## config.mk

```make
export PLATFORM = sky130hd
export DESIGN_NAME = fop_bist
export DESIGN_NICKNAME = d
export VERILOG_FILES = /design/src/rtl/fop_bist.sv
export SDC_FILE = /design/constraint.sdc
export NUM_CORES = 1
export LEC_CHECK = 0
export CORE_UTILIZATION = 25
export CTS_BUF_LIST = sky130_fd_sc_hd__clkbuf_2 sky130_fd_sc_hd__clkbuf_4 sky130_fd_sc_hd__clkbuf_8
export CTS_CLUSTER_DIAMETER = 100
export CTS_CLUSTER_SIZE = 10
export DETAILED_ROUTE_END_ITERATION = 12
export PLACE_DENSITY = 0.42
export REMOVE_ABC_BUFFERS = 1
export SYNTH_ARGS = -nofsm -noshare
export SYNTH_HDL_FRONTEND = slang
export SYNTH_SLANG_ARGS = --single-unit
```

## constraint.sdc

```tcl
create_clock -name clk -period 4.7 [get_ports clk]
set_input_delay 0.705 -clock clk [delete_from_list [all_inputs] [get_ports clk]]
set_output_delay 0.705 -clock clk [all_outputs]
set_load 0.005 [all_outputs]
```

## src/rtl/fop_bist.sv

```systemverilog
// rtl/fop_bist.sv - sweeps the 4-bit fop input space and cross-checks three fop implementations
// against each other and a golden truth table, reporting error count, first failing vector and pass/done.
module fop_bist #(
  parameter int unsigned DWELL = 50,
  parameter logic [15:0] TRUTH = 16'h29AF,
  parameter int unsigned ERR_W = 5
) (
  input  logic             clk,
  input  logic             rst,
  input  logic             start,
  output logic [3:0]       vec,
  input  logic             out_g,
  input  logic             out_d,
  input  logic             out_b,
  output logic             busy,
  output logic             done,
  output logic             pass,
  output logic [ERR_W-1:0] err_cnt,
  output logic             first_err_valid,
  output logic [3:0]       first_err_vec,
  output logic             mismatch
);

  typedef enum logic [1:0] {
    ST_IDLE,
    ST_RUN,
    ST_DONE
  } state_t;

  localparam logic [15:0]      DWELL_LAST = 16'(DWELL - 1);
  localparam logic [ERR_W-1:0] ERR_MAX    = {ERR_W{1'b1}};

  state_t           state_q, state_d;
  logic [3:0]       vec_q, vec_d;
  logic [15:0]      dwell_q, dwell_d;
  logic             busy_q, busy_d;
  logic             done_q, done_d;
  logic             pass_q, pass_d;
  logic [ERR_W-1:0] err_q, err_d;
  logic             fev_valid_q, fev_valid_d;
  logic [3:0]       fev_q, fev_d;
  logic             mismatch_q, mismatch_d;

  logic             check;
  logic             fail;
  logic [ERR_W-1:0] err_upd;

  always_ff @(posedge clk or posedge rst) begin
    if (rst) begin
      state_q     <= ST_IDLE;
      vec_q       <= '0;
      dwell_q     <= '0;
      busy_q      <= 1'b0;
      done_q      <= 1'b0;
      pass_q      <= 1'b0;
      err_q       <= '0;
      fev_valid_q <= 1'b0;
      fev_q       <= '0;
      mismatch_q  <= 1'b0;
    end else begin
      state_q     <= state_d;
      vec_q       <= vec_d;
      dwell_q     <= dwell_d;
      busy_q      <= busy_d;
      done_q      <= done_d;
      pass_q      <= pass_d;
      err_q       <= err_d;
      fev_valid_q <= fev_valid_d;
      fev_q       <= fev_d;
      mismatch_q  <= mismatch_d;
    end
  end

  always_comb begin
    state_d     = state_q;
    vec_d       = vec_q;
    dwell_d     = dwell_q;
    busy_d      = busy_q;
    done_d      = done_q;
    pass_d      = pass_q;
    err_d       = err_q;
    fev_valid_d = fev_valid_q;
    fev_d       = fev_q;
    mismatch_d  = 1'b0;

    check = (state_q == ST_RUN) && (dwell_q == DWELL_LAST);
    fail  = (out_g != out_d) || (out_d != out_b) || (out_g != TRUTH[vec_q]);

    // Saturating update, shared by the counter and the final pass decision.
    err_upd = err_q;
    if (fail && (err_q != ERR_MAX)) begin
      err_upd = err_q + ERR_W'(1);
    end

    case (state_q)
      ST_IDLE, ST_DONE: begin
        if (start) begin
          state_d     = ST_RUN;
          busy_d      = 1'b1;
          vec_d       = '0;
          dwell_d     = '0;
          err_d       = '0;
          fev_valid_d = 1'b0;
          fev_d       = '0;
          pass_d      = 1'b0;
          done_d      = 1'b0;
        end
      end
      ST_RUN: begin
        dwell_d = dwell_q + 16'd1;
        if (check) begin
          err_d      = err_upd;
          mismatch_d = fail;
          if (fail && !fev_valid_q) begin
            fev_valid_d = 1'b1;
            fev_d       = vec_q;
          end
          if (vec_q != 4'd15) begin
            vec_d   = vec_q + 4'd1;
            dwell_d = '0;
          end else begin
            state_d = ST_DONE;
            busy_d  = 1'b0;
            done_d  = 1'b1;
            pass_d  = (err_upd == '0);
          end
        end
      end
      default: state_d = ST_IDLE;
    endcase
  end

  assign vec             = vec_q;
  assign busy            = busy_q;
  assign done            = done_q;
  assign pass            = pass_q;
  assign err_cnt         = err_q;
  assign first_err_valid = fev_valid_q;
  assign first_err_vec   = fev_q;
  assign mismatch        = mismatch_q;

endmodule

```

; Word-level counts from Yosys, hierarchy flattened
; Memories as Yosys holds them, arrays and structs flattened.
; Cells that the tools add are included.
[word_totals]
reg_bits = 36
latch_bits = 0
ramBits = 0
romBits = 16
word_cells = 80
n_memories = 1
[mem_list]
columns = name, words, width, read_ports, rd_clocked_by_memory_dff, wr, line
row1 = (name not given), 16, 1, 1, 0, 0, 87  ; fail = (out_g != out_d) || (out_d != out_b) || (out_g != TRUTH[vec_q]);
[classes]
add_sub_neg = 3
n_mul = 0
div = 0
magnitude_cmp = 1
n_eq_ne = 13
shift = 0
mux = 36
bitwise_logic = 0
n_reduce_logical = 16
[ops]
columns = op, count
row1 = 2-to-1 mux 16 bit, 3
row2 = one-hot mux 16 bit (2 select lines), 1
row3 = 2-to-1 mux 4 bit, 5
row4 = adder 16 x 1 -> 16 bit (second input constant), 1
row5 = == test 16 x 6 -> 1 bit (second input constant), 1
row6 = one-hot mux 4 bit (2 select lines), 2
row7 = 2-to-1 mux 5 bit, 3
row8 = 2-to-1 mux 1 bit, 13
row9 = AND reduction 4 bit, 3
row10 = one-hot mux 5 bit (2 select lines), 1
row11 = one-hot mux 1 bit (2 select lines), 4
row12 = 2-to-1 mux 2 bit, 3
row13 = != test 2 bit (second input constant), 3
row14 = AND reduction 3 bit, 2
row15 = adder 5 x 1 -> 5 bit (second input constant), 1
row16 = zero test 5 bit, 1
row17 = less-than comparator 4 x 5 -> 1 bit (second input constant), 1
row18 = != test 5 bit (second input constant), 1
row19 = adder 4 x 1 -> 4 bit (second input constant), 1
row20 = != test 2 x 1 -> 1 bit (second input constant), 2
row21 = != test 4 bit (second input constant), 1
row22 = one-hot mux 2 bit (2 select lines), 1
row23 = logical AND 1 bit, 3
row24 = != test 1 bit, 3
row25 = other kinds (8), 9

; Depth between registers and ports, before layout
[depth]
ltp_word = 10
mapped_depth = 7

; Worst setup path before layout
; OpenSTA, ideal clock, no wires.
[synth_path]
path_type = register to register
startpoint = register vec_q[0], in the netlist vec[0]
endpoint = register err_q[0], in the netlist err_cnt[0]
t_arrival_ps = 1754
setup_slack_ps = 2822
path_stages_with_launch = 7
path_cell_list = dfrtp_1 ha_1 mux2i_1 a211oi_1 a211oi_2 o21bai_1 mux2_2
[synth_between]
elab_chain_cells = 8
[synth_lines]
columns = item, line
row1 = start: declaration, 34  ; logic [3:0] vec_q, vec_d;
row2 = start signal: assignment, 62  ; vec_q <= vec_d;
row3 = memory read (16 x 1 bit), -
row4 = 2-to-1 mux 1 bit (not written as such), 87
row5 = != test 1 bit, 87
row6 = logical OR 1 bit, 87
row7 = logical AND 1 bit, 91  ; if (fail && (err_q != ERR_MAX)) begin
row8 = 2-to-1 mux 5 bit, 91
row9 = 2-to-1 mux 5 bit, 111  ; if (check) begin
row10 = one-hot mux 5 bit (2 select lines), 95  ; case (state_q)
row11 = end signal: assignment, 67  ; err_q <= err_d;
row12 = end: declaration, 39  ; logic [ERR_W-1:0] err_q, err_d;
; No other way between the ends. The select of a mux whose other input is x is not followed.
; A chain may end at the register's enable or synchronous reset.

; Worst setup path in the final report
; Same ends and word-level chain as after synthesis.

==> metrics.txt <==
final period demand of the worst path=2.16 ns; DP HPWL=3310 µm; Syn Std Cell Area=1950 µm²; quantity of hold-fixing buffers added after cts=0; I/O pin count=24; CTS HTree Levels=2; Nets=237; routed length per placed instance=between 10 and 15 µm; Final Core Density=32.4%; Clock transition at path regs=0.08 ns; share of layout cells above drive strength 1=7.56%; synthesized area divided by synthesized cell count=a little under 10 µm²; combined global-route utilization of all metal layers=12.4%; setup-violating endpoint count in the final report=0; critical path's slowest cell=dfrtp_1; vertical extent of the die=between 90 and 100 µm; Setup Total Neg Slack=0 ns; kind of cell with the highest combined delay on the critical path=compound AO/OA/AOI/OAI gates; power per unit of standard cell area=~350 nW/µm²; type of element capturing the critical path=flip-flop; post-cts sizing count=0; number of register bits inferred by synthesis=36; sequential group share of total power=49.1%; share of total power consumed by net switching=between 30% and 40%; core outline area=7410 µm²; number of nets with antenna violations after detailed routing=0; Antenna Diode Count=0; number of clock sinks seen by CTS=36; critical path startpoint category=flip-flop; actual transition at the worst max-transition pin=0.525 ns; largest driver fanout on the critical path=7; area of the die=between 8000 and 9000 µm²; required time of the worst setup path=4.88 ns; gpl congestion=approximately 0.74; num rows=31; post-CTS setup repair buffer count=0; net switching component of the power=268 µW; Final Slew Violations=0; Seq/Total Area, Yosys=about 46%; clk_skew=0.00574 ns; CP bufs+invs=0; worst supply voltage drop on vdd=0.201 mV; share of power burned in the clock network=29.1%; flip-flop cell with the highest count after synthesis=dfrtp_1; vias in the first global route=1,543; initial antenna violation count=0; share of the clock period used by the worst path=45.9%; Fill cells=753; drc violations=0; wire length of the first global-routing pass=approximately 8000 µm; remaining global-route overflow=0; post-synth cell types=46; result of the run=finished clean; Data arrival, critical path=about 2.3 ns; yosys warns=0; leakage power total=between 0.001 and 0.0015 µW; Clock Tree Root=clkbuf_8; Area Overhead vs Synth=23.1%; worst-case clock buffer depth=2; maximum single-stage delay on the critical path=between 0.4 and 0.5 ns; Min-Delay Path Class=flip-flop to flip-flop; number of clock buffers inserted by TritonCTS=5; setup repair after global routing missed its margin=no; combinational fraction of design power=21.8%; Die Span X=90.3 µm; clock latency on the worst-skew pair=0.29 ns; initial core utilization=26.3%; DR vias=1,555; gate count of the mapped netlist=196; total of max-cap violations=0; Pre-Repair DR Iteration Count=4; type of the setup path with the least slack=flip-flop to flip-flop; highest clock rate=463 MHz; CTS tree=built; design internal power=around 570 µW; Detailed Route WL=4590 µm; crit path cell chain=ha_1, mux2i_1, a211oi_1, a211oi_2, o21bai_1, mux2_2; number of failing hold endpoints at the final stage=0; Max transition margin=between 60% and 70%; Port Buffers=23; proportion of register bits with asynchronous set or reset after synthesis=100%; DR iter-0 viols=73; maximum number of pins on one net before global-route repair=37; vias per inst=4.80; number of flops mapped to enable cells by yosys=0
## synth_stat cells, types with 3 or more instances
| cell type | count | area, µm² |
|---|---|---|
| dfrtp_1 | 36 | 901 |
| nand2_1 | 19 | 71.3 |
| nor2_1 | 17 | 63.8 |
| nand3_1 | 11 | 55.1 |
| a21o_1 | 9 | 67.6 |
| mux2i_1 | 9 | 90.1 |
| nor3_1 | 9 | 45.0 |
| inv_1 | 8 | 30.0 |
| a21oi_1 | 7 | 35.0 |
| ha_1 | 6 | 75.1 |
| a31oi_1 | 5 | 31.3 |
| o21ai_0 | 5 | 25.0 |
| and4_1 | 4 | 35.0 |
| xnor2_1 | 4 | 35.0 |
| and3_1 | 3 | 18.8 |
| nor2b_1 | 3 | 18.8 |
| xor2_1 | 3 | 26.3 |
## cells by family after synthesis
group           count (synthesis)  synth area share [%]
mux                            11                  5.78
compound gates                 41                  14.8
xor+xnor                        7                  3.15
buf+inv                        10                  1.93
simple gates                   85                  24.3
flops                          36                  46.2
fa+ha+maj                       6                  3.85
## per-stage QoR
stage	hold WS [ns]	area [µm²]	power (µW)	setup slack, ns	std cells
CTS	0.510	2400	854	2.52	324
global route	0.547	2400	903	2.38	324
detailed placement	0.494	2300	607	2.26	317
global placement	0.491	2300	607	2.32	317
finish	0.505	2400	842	2.54	324
floorplan	0.474	1940	529	2.82	194
## final timing paths
kind	start	end	cells after the start	slack (ns)
worst max-delay path	vec[0]	err_cnt[0]	6	2.54
worst min-delay path	done	done	1	0.50
worst max register to register	vec[0]	err_cnt[0]	6	2.54
worst min register to register	done	done	1	0.50
max in group asynchronous	rst	dwell_q[11]	3	3.54
min in group asynchronous	rst	dwell_q[14]	3	0.82
## cell type report
| type | count | area [µm²] | share of cell area [%] |
|---|---|---|---|
| sequential | 36 | 901 | 37.5 |
| multi-input combinational | 150 | 1010 | 42.1 |
| inverter | 8 | 30.0 | 1.25 |
| clock buffer | 7 | 96.3 | 4.01 |
| timing repair buffer | 24 | 238 | 9.91 |
| tap | 99 | 124 | 5.16 |
## power by group through the flow
| stage | clock network [µW] | registers (µW) | logic, µW |
|---|---|---|---|
| floorplan | 0 | 405 | 124 |
| global placement | 0 | 421 | 186 |
| detailed placement | 0 | 420 | 187 |
| CTS | 252 | 414 | 188 |
| global route | 267 | 424 | 212 |
| finish | 245 | 414 | 183 |
## routing by layer
layer | GRT usage, % | part of all wire [%] | vias up
met2 | 19.0 | 45 | 28
met3 | 2.86 | 3.4 | 7
li1 | - | - | 778
met1 | 17.0 | 50 | 742
met4 | 4.44 | 1.9 | 0
met5 | 0 | 0 | -
## state kept, by name, indices dropped and copies added, names as in the netlist, 2 cells and up
name / flops
dwell_q: 16
err_cnt: 5
first_err_vec: 4
state_q: 2
vec: 4
## placed cells by master (no fill, tap or decap), types with 2 or more instances in the layout
cell type and count:
clkdlybuf4s50_1 23, a31oi_1 5, or3_1 2, inv_1 8
a21o_1 9, a211oi_1 2, a22o_1 2, nand2b_1 2
mux2i_1 9, nor4_2 2, xor2_1 3, a21oi_1 7
o21ai_0 5, nor2b_1 3, nor3b_1 2, dfrtp_1 36
clkbuf_8 7, nor4_1 2, nand3_1 11, nor3_1 9
nor2_1 17, and4_1 4, ha_1 6, and3_1 3
nand2_1 19, nand4_1 2, xnor2_1 4
(Power assumes the default switching activity.)
